===== src/rtl/menu_pkg.sv =====
// Shared definitions for the menu selection controller: state encoding,
// default timing constants and a counter-width helper.
package menu_pkg;

   typedef enum logic [1:0] {
      ST_IDLE      = 2'b00,
      ST_BROWSE    = 2'b01,
      ST_CONFIRMED = 2'b10
   } menu_state_t;

   localparam int DEF_NUM_ITEMS     = 6;
   localparam int DEF_IDX_W         = 3;
   localparam int DEF_DB_CYCLES     = 16;
   localparam int DEF_REPEAT_DELAY  = 50;
   localparam int DEF_REPEAT_PERIOD = 10;

   // Bits needed to hold the value maxval (at least one bit).
   function automatic int cnt_width(input int maxval);
      return (maxval < 2) ? 1 : $clog2(maxval + 1);
   endfunction

endpackage


===== src/rtl/btn_conditioner.sv =====
// One push-button front end: 2-flop synchroniser, counter debounce, rising-edge
// pulse and, when REPEAT_EN is set, hold-to-auto-repeat step pulses.
module btn_conditioner
   import menu_pkg::*;
#(
   parameter int DB_CYCLES     = DEF_DB_CYCLES,
   parameter int REPEAT_DELAY  = DEF_REPEAT_DELAY,
   parameter int REPEAT_PERIOD = DEF_REPEAT_PERIOD,
   parameter bit REPEAT_EN     = 1'b0
) (
   input  logic clk,
   input  logic rst,
   input  logic btn,
   output logic pulse
);

   localparam int DB_W   = cnt_width(DB_CYCLES);
   localparam int RP_MAX = (REPEAT_DELAY > REPEAT_PERIOD) ? REPEAT_DELAY : REPEAT_PERIOD;
   localparam int RP_W   = cnt_width(RP_MAX);

   localparam logic [DB_W-1:0] DB_LAST = DB_W'(DB_CYCLES - 1);
   localparam logic [RP_W-1:0] RP_DEL  = RP_W'(REPEAT_DELAY);
   localparam logic [RP_W-1:0] RP_PER  = RP_W'(REPEAT_PERIOD);

   logic            sync_p0, sync_p1;
   logic            lvl_p2, lvl_p3;
   logic [DB_W-1:0] db_cnt;
   logic [RP_W-1:0] rp_cnt;
   logic            rp_period;
   logic            rise;
   logic            rp_fire;

   assign rise = lvl_p2 & ~lvl_p3;

   // rp_cnt counts cycles since the last step; it only matters while the level is held.
   always_comb begin
      rp_fire = 1'b0;
      if (REPEAT_EN && lvl_p2 && lvl_p3)
         rp_fire = (rp_cnt == (rp_period ? RP_PER : RP_DEL));
   end

   always_ff @(posedge clk) begin
      if (rst) begin
         sync_p0   <= 1'b0;
         sync_p1   <= 1'b0;
         lvl_p2    <= 1'b0;
         lvl_p3    <= 1'b0;
         db_cnt    <= '0;
         rp_cnt    <= '0;
         rp_period <= 1'b0;
         pulse     <= 1'b0;
      end else begin
         // stage 0/1: synchroniser
         sync_p0 <= btn;
         sync_p1 <= sync_p0;

         // stage 2: debounced level flips after DB_CYCLES differing samples
         if (sync_p1 == lvl_p2) begin
            db_cnt <= '0;
         end else if (db_cnt == DB_LAST) begin
            lvl_p2 <= ~lvl_p2;
            db_cnt <= '0;
         end else begin
            db_cnt <= db_cnt + 1'b1;
         end

         // stage 3: edge pulse and auto-repeat
         lvl_p3 <= lvl_p2;
         pulse  <= rise | rp_fire;

         if (!lvl_p2) begin
            rp_cnt    <= '0;
            rp_period <= 1'b0;
         end else if (rise || rp_fire) begin
            rp_cnt    <= RP_W'(1);
            rp_period <= rp_fire;
         end else if (rp_cnt != '1) begin
            rp_cnt <= rp_cnt + 1'b1;
         end
      end
   end

endmodule


===== src/rtl/menu_select_ctrl.sv =====
// Button-driven item selector: four conditioned buttons feed a small FSM that
// walks a wrapping index, locks a choice on ok and unlocks it on back.
module menu_select_ctrl
   import menu_pkg::*;
#(
   parameter int NUM_ITEMS     = DEF_NUM_ITEMS,
   parameter int IDX_W         = DEF_IDX_W,
   parameter int DB_CYCLES     = DEF_DB_CYCLES,
   parameter int REPEAT_DELAY  = DEF_REPEAT_DELAY,
   parameter int REPEAT_PERIOD = DEF_REPEAT_PERIOD
) (
   input  logic             clk,
   input  logic             rst,
   input  logic             enable,
   input  logic             btn_up,
   input  logic             btn_down,
   input  logic             btn_ok,
   input  logic             btn_back,
   output logic [IDX_W-1:0] sel_idx,
   output logic             sel_valid,
   output logic             locked,
   output logic [1:0]       state_o
);

   localparam logic [IDX_W-1:0] IDX_LAST = IDX_W'(NUM_ITEMS - 1);

   logic        up_step, dn_step, ok_press, back_press;
   menu_state_t state;

   btn_conditioner #(
      .DB_CYCLES(DB_CYCLES), .REPEAT_DELAY(REPEAT_DELAY),
      .REPEAT_PERIOD(REPEAT_PERIOD), .REPEAT_EN(1'b1)
   ) u_up (.clk(clk), .rst(rst), .btn(btn_up), .pulse(up_step));

   btn_conditioner #(
      .DB_CYCLES(DB_CYCLES), .REPEAT_DELAY(REPEAT_DELAY),
      .REPEAT_PERIOD(REPEAT_PERIOD), .REPEAT_EN(1'b1)
   ) u_down (.clk(clk), .rst(rst), .btn(btn_down), .pulse(dn_step));

   btn_conditioner #(
      .DB_CYCLES(DB_CYCLES), .REPEAT_DELAY(REPEAT_DELAY),
      .REPEAT_PERIOD(REPEAT_PERIOD), .REPEAT_EN(1'b0)
   ) u_ok (.clk(clk), .rst(rst), .btn(btn_ok), .pulse(ok_press));

   btn_conditioner #(
      .DB_CYCLES(DB_CYCLES), .REPEAT_DELAY(REPEAT_DELAY),
      .REPEAT_PERIOD(REPEAT_PERIOD), .REPEAT_EN(1'b0)
   ) u_back (.clk(clk), .rst(rst), .btn(btn_back), .pulse(back_press));

   assign state_o = state;

   // enable=0 overrides every press; the index is kept across IDLE.
   always_ff @(posedge clk) begin
      if (rst) begin
         state     <= ST_IDLE;
         sel_idx   <= '0;
         sel_valid <= 1'b0;
         locked    <= 1'b0;
      end else begin
         sel_valid <= 1'b0;
         if (!enable) begin
            state  <= ST_IDLE;
            locked <= 1'b0;
         end else begin
            case (state)
               ST_IDLE: begin
                  state <= ST_BROWSE;
               end
               ST_BROWSE: begin
                  if (ok_press) begin
                     state     <= ST_CONFIRMED;
                     sel_valid <= 1'b1;
                     locked    <= 1'b1;
                  end else if (up_step && !dn_step) begin
                     sel_idx <= (sel_idx == IDX_LAST) ? '0 : sel_idx + 1'b1;
                  end else if (dn_step && !up_step) begin
                     sel_idx <= (sel_idx == '0) ? IDX_LAST : sel_idx - 1'b1;
                  end
               end
               ST_CONFIRMED: begin
                  if (back_press) begin
                     state  <= ST_BROWSE;
                     locked <= 1'b0;
                  end
               end
               default: begin
                  state  <= ST_IDLE;
                  locked <= 1'b0;
               end
            endcase
         end
      end
   end

endmodule

===== config.mk =====
export PLATFORM = sky130hd
export DESIGN_NAME = menu_select_ctrl
export DESIGN_NICKNAME = d
export VERILOG_FILES = /design/src/rtl/menu_pkg.sv /design/src/rtl/btn_conditioner.sv /design/src/rtl/menu_select_ctrl.sv
export SDC_FILE = /design/constraint.sdc
export NUM_CORES = 1
export LEC_CHECK = 0
export CELL_PAD_IN_SITES_DETAIL_PLACEMENT = 2
export CELL_PAD_IN_SITES_GLOBAL_PLACEMENT = 2
export CORE_MARGIN = 10
export CORE_UTILIZATION = 36
export CTS_BUF_LIST = sky130_fd_sc_hd__clkbuf_4
export CTS_CLUSTER_SIZE = 12
export DETAILED_ROUTE_END_ITERATION = 8
export PLACE_DENSITY = 0.74
export SLEW_MARGIN = 20
export SYNTH_ARGS = -nofsm -noshare
export SYNTH_HDL_FRONTEND = slang
export SYNTH_HIERARCHICAL = 1
export SYNTH_SLANG_ARGS = --single-unit

===== constraint.sdc =====
create_clock -name clk -period 1.5 [get_ports clk]
set_input_delay 0.3 -clock clk [delete_from_list [all_inputs] [get_ports clk]]
set_output_delay 0.3 -clock clk [all_outputs]
set_load 0.005 [all_outputs]

==> results of run 1 <==
## cell type report
class | count | share of cell area, %
timing repair buffer | 43 | 11.0
sequential | 61 | 38.9
inverter | 17 | 2.00
clock buffer | 11 | 2.59
clock inverter | 5 | 2.36
tap | 80 | 3.14
multi-input combinational | 168 | 39.9
## power groups by stage
stage	Sequential (W)	Clock, W	Combinational (W)
finish	0.00164	0.00129	0.0000830
global route	0.00164	0.00144	0.0000927
CTS	0.00164	0.00136	0.0000783
detailed placement	0.00168	0	0.0000768
global placement	0.00168	0	0.0000752
floorplan	0.00168	0	0.0000236
## cell families (layout without fill, tap and decap cells)
kind of cell / after synthesis / in the layout
AO/OA/AOI/OAI: 25 / 25
XOR/XNOR: 18 / 18
adder cells (fa/ha/maj): 14 / 14
buffers and inverters: 20 / 76
flip-flops: 61 / 61
multiplexers: 9 / 9
AND/OR/NAND/NOR: 102 / 102
## worst paths after layout
check | slack, ns | from | end
worst min register to register | 0.40 | u_ok/lvl_p3$_SDFF_PP0_ | u_ok/pulse$_SDFF_PP0_
worst max register to register | 0.03 | u_down/pulse$_SDFF_PP0_ | sel_idx[0]$_SDFFE_PP0P_
worst max-delay path | 0.03 | u_down/pulse$_SDFF_PP0_ | sel_idx[0]$_SDFFE_PP0P_
worst min-delay path | 0.40 | u_ok/lvl_p3$_SDFF_PP0_ | u_ok/pulse$_SDFF_PP0_
## what timing repair did
action | in CTS | in global routing
setup endpoints to repair | 21 | 25
setup buffers | 2 | 1
resized for setup | 24 | 21
pin swaps | 6 | 10
## registers in the layout, indices dropped and copies added, names as in the netlist, 2 cells and up
name           cells
u_up/rp_cnt        6
u_ok/db_cnt        5
state_o            2
u_down/db_cnt      5
u_down/rp_cnt      6
u_up/db_cnt        5
sel_idx            3
u_back/db_cnt      5
## layout by cell type, fill, tap and decap left out, drive strengths merged, types with 3 or more instances in the layout
cell,n
xnor2,14
nand3,10
nor2,37
nand2,7
and3,6
buf,30
clkbuf,11
a21oi,12
dfxtp,61
or3,4
clkdlybuf4s50,6
mux2i,8
inv,17
o21ai,4
nand2b,3
ha,14
nor3b,3
nor2b,16
a31oi,5
xor2,4
and4bb,5
dlygate4sd2,6
nand3b,3
## metal layers
layer | wire (um) | vias up | global-route usage [%]
met5 | 0 | - | 0
met4 | 34 | 0 | 3.53
met3 | 164 | 5 | 3.62
met2 | 3100 | 18 | 21.3
met1 | 2390 | 938 | 11.9
li1 | - | 933 | -
## metrics by stage
stage | hold WS, ns | utilization, % | instance area (um2)
floorplan | 0.362 | - | 2480
global placement | 0.375 | 42.8 | 2890
detailed placement | 0.388 | 42.8 | 2890
CTS | 0.405 | 46.0 | 3110
global route | 0.420 | 47.1 | 3190
finish | 0.397 | 47.1 | 3190
==> metrics.md, run 1 <==
| Metric | Value |
|---|---|
| Status | finished, final reports clean |
| Final Max Tran Viols | 0 |
| DP Cell Count | 366 |
| Non-filler instance count after layout | 385 |
| Final Hold Fails | 0 |
| Total congestion overflow | 0 |
| Number of I/O port buffers | 13 |
| EDFF count, synth | 0 |
| Iteration-0 DRC Markers | 43 |
| Leakage | 1.26 nW |
| Top-area cell type share of the netlist area | 49.3% |
| Residual DRC | 0 |
| WP buf/inv | 2 |
| Xor and xnor area share after synthesis | 6.37% |
| Num CTS Buffers | 9 |
| Layout cell share with drive strength beyond 1 | 28.2% |
| Multi-input logic area | 1270 um2 |
| Commonest cells in the netlist | dfxtp_1, nor2_1, inv_1 |
| Worst-Margin Slew | 0.243 ns |
| Startpoint types | flop |
| IO Pins | 14 |
| Worst path depth | 6 |
| Vias in the first global route | 2084 |
| Routed wire length | 5.68 mm |
| Area of the core | 6760 um2 |
| Logic pwr share | 2.8% |
| Global-route wire length before repair | 9.52 mm |
| Chip Width | 103 um |
| Clock skew | 0.0174 ns |
| Routed Antenna Nets | 0 |
| Total power | 0.00301 W |
| Synthesized flop and latch total | 61 |
| Critical path class | reg2reg |
| WL per Instance | 14.8 um |
| DR vias | 1894 |
| Pint | 0.00238 W |
| CP Capture Type | flop |
| N_diodes | 0 |
| Min cycle time layout | 1.47 ns |
| Setup ws final | 0.0287 ns |
| Initial antenna violation count | 0 |
| Most frequent cell after synthesis | dfxtp_1 |
| Tcrit/Tclk final | 98.1% |
| Hold Crit Class | reg2reg |
| Worst Path Required | 1.79 ns |
| Compound-cell area share of the yosys netlist | 6.72% |
| FF-to-FF path depth | 6 |
| Largest family of logic cells by synthesized area | simple AND/OR/NAND/NOR gates |
| Final setup fails | 0 |
| Fin nets | 321 |
| Worst-path clk slew | 0.11 ns |
| Seq/Total Area, Yosys | 49.3% |
| Largest net degree at the start of global routing | 12 |
| DIE AREA | 10600 um2 |
| Gpl congestion | 0.728 |
| Worst VDD drop | 609 uV |
| Post-synthesis adder-cell area fraction | 7.07% |
| Slowest cell on the critical path | or4_4 |
| Crit-path max cell delay | 0.44 ns |
| Site row count | 30 |
| Yosys top cell by area | dfxtp_1 |
| Avg Cell Area, Syn | 9.94 um2 |
| Drt first pass iters | 2 |
| CP cell instances | inv_2 -> ha_4 -> or4_4 -> buf_6 -> mux2i_1 -> nor2_1 |
| Total Neg Setup Slack | 0 ns |
| Switching Fraction | 20.9% |
| CTS H-tree depth | 3 |
| Global Route Usage Sum | 11.4% |
| Starting density of the core | 36.6% |
| Unrepaired setup endpoints after global routing | true |
| Seq pwr share | 54.4% |
| Multiplexer area fraction after synthesis | 3.69% |
| Cell Area, Synth | 2480 um2 |
| Simple-gate area share of the yosys netlist | 23.6% |
| Hold-fix buffers at CTS | 0 |
| CP arrival | 1.76 ns |
| Post-DP HPWL | 3.84 mm |
| Layout area overhead | 28.7% |
| Vias per std cell | 4.92 |
| Fillers | 706 |
| Clock tree root buffer cell | clkbuf_4 |
| Post-Synthesis Cells | 249 |
| CTS tree | yes |
| Worst-Skew Late Latency | 0.39 ns |
| FF+latch area | 1240 um2 |
| Crit-path max FO | 3 |
| Pwr/cell area | 945 nW/um2 |
| DP Worst Slack | -0.421 ns |
| Clock sinks | 61 |
| Main area contributors after synthesis | dfxtp_1, ha_1, nor2_1 |
| Clock Power Share | 42.8% |
| Synth unique cells | 34 |
| Top_reg_cell synth | dfxtp_1 |
| Syn_nets | 270 |
| Slew headroom | 83.7% |
| CTS Buffer Depth | 2 |
| Die height | 103 um |
| Switching Power | 0.000628 W |
| Synth warn | 6 |
| Ys async rst share | 0% |
| CP top delay family | simple AND/OR/NAND/NOR gates |
| Hold path cells | 1 |
| Max Clk Rate | 680 MHz |
| # Max-Cap Violations | 0 |
Note: power is estimated with default switching activity, not from simulation.
==> inputs of run 2 (changes only) <==
--- a/config.mk
+++ b/config.mk
@@ -8,11 +8,11 @@
 export CELL_PAD_IN_SITES_DETAIL_PLACEMENT = 2
 export CELL_PAD_IN_SITES_GLOBAL_PLACEMENT = 2
 export CORE_MARGIN = 10
-export CORE_UTILIZATION = 36
-export CTS_BUF_LIST = sky130_fd_sc_hd__clkbuf_4
+export CORE_UTILIZATION = 34
 export CTS_CLUSTER_SIZE = 12
 export DETAILED_ROUTE_END_ITERATION = 8
-export PLACE_DENSITY = 0.74
+export PLACE_DENSITY = 0.71
+export SETUP_SLACK_MARGIN = 0.4
 export SLEW_MARGIN = 20
 export SYNTH_ARGS = -nofsm -noshare
 export SYNTH_HDL_FRONTEND = slang
==> metrics.md, run 2 (synthesis results as in run 1) <==
| Metric | Value |
|---|---|
| Fin nets | 344 (was 321) |
| Worst-path clk slew | 0.07 ns (was 0.11 ns) |
| Layout area overhead | 54.0% (was 28.7%) |
| CP Capture Type | flop (unchanged) |
| Iteration-0 DRC Markers | 54 (was 43) |
| Final hold slack | 0.381 ns (was 0.397 ns) |
| Setup ws final | -0.0305 ns (was 0.0287 ns) |
| Global Route Usage Sum | 12.5% (was 11.4%) |
| Gpl congestion | 0.708 (was 0.728) |
| Clock sinks | 61 (unchanged) |
| Site row count | 31 (was 30) |
| Global-route wire length before repair | 11.3 mm (was 9.52 mm) |
| Startpoint types | flop (unchanged) |
| Min cycle time layout | 1.53 ns (was 1.47 ns) |
| DP Cell Count | 372 (was 366) |
| Largest net degree at the start of global routing | 11 (was 12) |
| WL per Instance | 18.9 um (was 14.8 um) |
| Routed Antenna Nets | 0 (unchanged) |
| Total congestion overflow | 0 (unchanged) |
| Number of I/O port buffers | 13 (unchanged) |
| Residual DRC | 0 (unchanged) |
| Slew headroom | 75.3% (was 83.7%) |
| Biggest regs | u_down/rp_cnt x6, u_up/rp_cnt x6 (unchanged) |
| Hold-fix buffers at CTS | 0 (unchanged) |
| # Max-Cap Violations | 0 (unchanged) |
| Final Max Tran Viols | 0 (unchanged) |
| Final setup fails | 3 (was 0) |
| Max Clk Rate | 653 MHz (was 680 MHz) |
| Leading cell type in the layout, fill and taps excluded | buf_4 (was dfxtp_1) |
| Hold Crit Class | in2reg (was reg2reg) |
| Status | finished with violations (was finished, final reports clean) |
| Layout cell share with drive strength beyond 1 | 54.6% (was 28.2%) |
| Unrepaired setup endpoints after global routing | true (unchanged) |
| DP Worst Slack | -0.481 ns (was -0.421 ns) |
| Worst-Skew Late Latency | 0.34 ns (was 0.39 ns) |
| Worst-Margin Slew | 0.370 ns (was 0.243 ns) |
| Drt first pass iters | 4 (was 2) |
| IO Pins | 14 (unchanged) |
| CP arrival | 1.76 ns (about the same) |
| Core Util, Final | 53.1% (was 47.1%) |
| Die height | 105 um (was 103 um) |
| N_diodes | 0 (unchanged) |
| Critical path class | reg2reg (unchanged) |
| Area of the core | 7180 um2 (was 6760 um2) |
| CTS H-tree depth | 3 (unchanged) |
| Pwr/cell area | 824 nW/um2 (was 945 nW/um2) |
| DIE AREA | 11100 um2 (was 10600 um2) |
| Clock tree root buffer cell | clkbuf_8 (was clkbuf_4) |
| Violated checks | negative setup slack |
| Non-filler instance count after layout | 427 (was 385) |
| Post-DP HPWL | 3.90 mm (was 3.84 mm) |
| Initial antenna violation count | 0 (unchanged) |
| Crit-path max FO | 3 (unchanged) |
| Starting density of the core | 34.5% (was 36.6%) |
| Leakage | 1.40 nW (was 1.26 nW) |
| Clock skew | 0.0102 ns (was 0.0174 ns) |
| Num CTS Buffers | 9 (unchanged) |
| Worst VDD drop | 509 uV (was 609 uV) |
| Total Neg Setup Slack | -0.0707 ns (was 0 ns) |
| Routed wire length | 8.07 mm (was 5.68 mm) |
| CTS Buffer Depth | 2 (unchanged) |
| DR vias | 2034 (was 1894) |
| Final Hold Fails | 0 (unchanged) |
| CTS tree | yes (unchanged) |
| Most frequent cells in the layout | buf_4, dfxtp_1, nor2_1 (was dfxtp_1, nor2_1, buf_4) |
| Fillers | 731 (was 706) |
| Chip Width | 105 um (was 103 um) |
| Tcrit/Tclk final | 102% (was 98.1%) |
| Worst Path Required | 1.73 ns (was 1.79 ns) |
| Vias in the first global route | 2274 (was 2084) |
| Vias per std cell | 4.76 (was 4.92) |
[run 2: changes by cell type in the layout (fill, tap and decap cells not counted), sizes merged]
cell	change
clkbuf	+2
buf	+29
dlygate4sd2	-5
clkdlybuf4s50	-2
dlymetal6s2s	+1
bufinv	-2
[run 2: repair_timing]
item                       4_1_cts  5_1_grt
cloned                           0        0
setup endpoints to repair       55       50
pin swaps                       21       22
setup buffers                   31        8
gates resized for setup         78       36
[run 2: stage by stage]
stage	area, um2	total power [W]
floorplan	2730	0.00170
global placement	3070	0.00174
detailed placement	3070	0.00175
CTS	3620	0.00314
global route	3810	0.00327
finish	3810	0.00314
[run 2: power by group]
group / leakage (nW) / internal, W / switching (W)
registers: 0.512 / 0.00161 / 0.00000994
clock network: 0.0946 / 0.000742 / 0.000686
logic: 0.797 / 0.0000504 / 0.0000406
[run 2: final timing paths]
check	slack, ns	endpoint	from	cells past startpoint
worst min-delay path	0.38	state_o[0]$_SDFFE_PP0P_	enable	3
worst max register to register	-0.03	sel_idx[0]$_SDFFE_PP0P_	u_down/pulse$_SDFF_PP0_	6
worst min register to register	0.41	u_back/pulse$_SDFF_PP0_	u_back/lvl_p3$_SDFF_PP0_	1
worst max-delay path	-0.03	sel_idx[0]$_SDFFE_PP0P_	u_down/pulse$_SDFF_PP0_	6
[run 2: layout make-up]
cell class	count	area, um2	area share [%]
Multi-Input combinational cell	168	1560	40.9
Sequential cell	61	1290	33.7
Timing Repair Buffer	66	591	15.5
Clock buffer	13	170	4.46
Tap cell	99	124	3.25
Inverter	17	66.3	1.74
Clock inverter	3	17.5	0.459
[run 2: routing by layer]
layer  vias to the layer above  wire length [um]  track usage [%]
met5                         -                 0                0
met3                         6               166             3.41
met2                        19              4420             22.8
li1                        991                 -                -
met1                      1018              3390             13.8
met4                         0                97             4.12
[run 2: worst max-delay path, cell delays in order (launching register included)]
cell	delay (ns)
dfxtp_2	0.33
inv_2	0.04
ha_4	0.21
or4_4	0.46
buf_6	0.14
mux2i_1	0.15
nor2_1	0.08
==> inputs of run 3 (changes only) <==
==> constraint.sdc (replaced) <==
create_clock -name clk -period 1.5 [get_ports clk]
set_input_delay 0.15 -clock clk [delete_from_list [all_inputs] [get_ports clk]]
set_output_delay 0.15 -clock clk [all_outputs]
set_load 0.005 [all_outputs]
==> metrics.md, run 3 (synthesis results as in run 1) <==
| Metric | Value |
|---|---|
| Global Route Usage Sum | 10.9% (was 12.5%) |
| N_diodes | 0 (unchanged) |
| Hold path cells | 2 (was 3) |
| RR Endpoint | sel_idx[1]$_SDFFE_PP0P_ (was sel_idx[0]$_SDFFE_PP0P_) |
| Clock skew | 0.00787 ns (was 0.0102 ns) |
| Num CTS Buffers | 9 (unchanged) |
| CP Capture Type | flop (unchanged) |
| Global-route wire length before repair | 9.99 mm (was 11.3 mm) |
| Final Hold Fails | 0 (unchanged) |
| Seq pwr share | 55.0% (was 51.7%) |
| Logic pwr share | 2.7% (was 2.9%) |
| Chip Width | 105 um (unchanged) |
| WL per Instance | 15.7 um (was 18.9 um) |
| Vias per std cell | 4.73 (was 4.76) |
| Switching Fraction | 22.4% (was 23.4%) |
| Hold-fix buffers at CTS | 0 (unchanged) |
| DR vias | 1998 (was 2034) |
| Initial antenna violation count | 0 (unchanged) |
| Pwr/cell area | 791 nW/um2 (was 824 nW/um2) |
| Min cycle time layout | 1.55 ns (was 1.53 ns) |
| Largest net degree at the start of global routing | 21 (was 11) |
| CP arrival | 1.75 ns (was 1.76 ns) |
| Setup ws final | -0.0474 ns (was -0.0305 ns) |
| Gpl congestion | 0.732 (was 0.708) |
| Violated checks | negative setup slack (unchanged) |
| DP Cell Count | 370 (was 372) |
| Clock sinks | 61 (unchanged) |
| Drt first pass iters | 4 (unchanged) |
| Iteration-0 DRC Markers | 26 (was 54) |
| Starting density of the core | 34.5% (unchanged) |
| Critical path class | reg2reg (unchanged) |
| Worst-path clk slew | 0.07 ns (about the same) |
| Number of I/O port buffers | 13 (unchanged) |
| Biggest regs | u_down/rp_cnt x6, u_up/rp_cnt x6 (unchanged) |
| Min-delay src | btn_ok (was enable) |
| Hold path endpoint | u_ok/sync_p0$_SDFF_PP0_ (was state_o[0]$_SDFFE_PP0P_) |
| Most frequent cells in the layout | dfxtp_1, buf_4, nor2_1 (was buf_4, dfxtp_1, nor2_1) |
| DIE AREA | 11100 um2 (unchanged) |
| CTS H-tree depth | 3 (unchanged) |
| Total Neg Setup Slack | -0.132 ns (was -0.0707 ns) |
| Worst-Skew Late Latency | 0.33 ns (was 0.34 ns) |
| Site row count | 31 (unchanged) |
| IO Pins | 14 (unchanged) |
| Crit-path max FO | 3 (unchanged) |
| Leakage | 1.38 nW (was 1.40 nW) |
| Clock Power Share | 42.3% (was 45.4%) |
| Final Max Tran Viols | 0 (unchanged) |
| Core Util, Final | 52.1% (was 53.1%) |
| FF-to-FF path depth | 5 (was 6) |
| Leading cell type in the layout, fill and taps excluded | dfxtp_1 (was buf_4) |
| Total power | 0.00296 W (was 0.00314 W) |
| Worst r2r src | u_down/pulse$_SDFF_PP0_ (unchanged) |
| Routed Antenna Nets | 0 (unchanged) |
| Max Clk Rate | 646 MHz (was 653 MHz) |
| Final setup fails | 3 (unchanged) |
| Worst-Margin Slew | 0.288 ns (was 0.370 ns) |
| Unrepaired setup endpoints after global routing | true (unchanged) |
| Worst VDD drop | 482 uV (was 509 uV) |
| Vias in the first global route | 2109 (was 2274) |
| Area of the core | 7180 um2 (unchanged) |
| Hold Crit Class | in2reg (unchanged) |
| Pint | 0.00229 W (was 0.00241 W) |
| CTS tree | yes (unchanged) |
| Status | finished with violations (unchanged) |
| Non-filler instance count after layout | 422 (was 427) |
| Worst Path Required | 1.70 ns (was 1.73 ns) |
| Die height | 105 um (unchanged) |
| Tcrit/Tclk final | 103% (was 102%) |
| Fin nets | 340 (was 344) |
| Switching Power | 0.000663 W (was 0.000736 W) |
| Slew headroom | 80.6% (was 75.3%) |
| Final hold slack | 0.377 ns (was 0.381 ns) |
| Post-DP HPWL | 3.74 mm (was 3.90 mm) |
| Layout cell share with drive strength beyond 1 | 50.2% (was 54.6%) |
| CTS Buffer Depth | 2 (unchanged) |
| Total congestion overflow | 0 (unchanged) |
| # Max-Cap Violations | 0 (unchanged) |
| Routed wire length | 6.62 mm (was 8.07 mm) |
| Clock tree root buffer cell | clkbuf_8 (unchanged) |
| R2r setup slk | -0.05 ns (was -0.03 ns) |
| Residual DRC | 0 (unchanged) |
| Startpoint types | flop (unchanged) |
| Layout area overhead | 50.9% (was 54.0%) |
==> run 3: cell types whose count changed in the layout (fill, tap and decap cells not counted), sizes merged <==
cell	change
clkinvlp	-1
clkdlybuf4s50	+2
buf	-8
clkdlybuf4s15	+2
==> run 3: through the flow <==
| step | instance area [um2] | setup WS [ns] |
|---|---|---|
| finish | 3740 | -0.0474 |
| global route | 3740 | -0.154 |
| CTS | 3510 | -0.0493 |
| detailed placement | 3060 | -0.350 |
| global placement | 3060 | -0.310 |
| floorplan | 2730 | -0.0755 |
==> run 3: area by class of cell <==
type,count,area (um2)
clock buffer,13,149
clock inverter,2,10.0
fill,728,3440
inverter,17,66.3
multi-input combinational,168,1540
sequential,61,1280
tap,99,124
timing repair buffer,62,563
==> run 3: how the worst max path moves through the flow <==
| stage | from | endpoint | slack [ns] | cells after the start |
|---|---|---|---|---|
| global placement | enable | sel_idx[2]$_SDFFE_PP0P_ | -0.31 | 5 |
| floorplan | u_down/pulse$_SDFF_PP0_ | sel_idx[2]$_SDFFE_PP0P_ | -0.08 | 6 |
| CTS | u_down/pulse$_SDFF_PP0_ | sel_idx[2]$_SDFFE_PP0P_ | -0.05 | 5 |
| global route | u_down/pulse$_SDFF_PP0_ | sel_idx[1]$_SDFFE_PP0P_ | -0.15 | 5 |
| finish | u_down/pulse$_SDFF_PP0_ | sel_idx[1]$_SDFFE_PP0P_ | -0.05 | 5 |
| detailed placement | enable | sel_idx[2]$_SDFFE_PP0P_ | -0.35 | 5 |
==> run 3: metal layers <==
layer  up-vias  GRT usage [%]  wire [um]
li1        974              -          -
met3         5           2.92        154
met1       999           12.2       2860
met2        20           19.5       3550
met4         0           3.24         52
met5         -              0          0
==> run 3: power groups by stage <==
| stage | Clock, W | Combinational, W | Sequential [W] |
|---|---|---|---|
| floorplan | 0 | 0.0000257 | 0.00167 |
| global placement | 0 | 0.0000704 | 0.00167 |
| detailed placement | 0 | 0.0000732 | 0.00167 |
| CTS | 0.00129 | 0.0000783 | 0.00163 |
| global route | 0.00137 | 0.0000888 | 0.00163 |
| finish | 0.00125 | 0.0000810 | 0.00162 |
==> run 3: critical path, cell delays in order (launching register included) <==
cell     delay, ns
dfxtp_2       0.32
inv_2         0.04
ha_4          0.20
or4_4         0.54
mux2i_1       0.21
a31oi_1       0.11
==> run 3: what timing repair did <==
item	in CTS	in global routing
setup endpoints to repair	48	45
resized for setup	50	41
pin swaps	24	26
buffers inserted	26	11
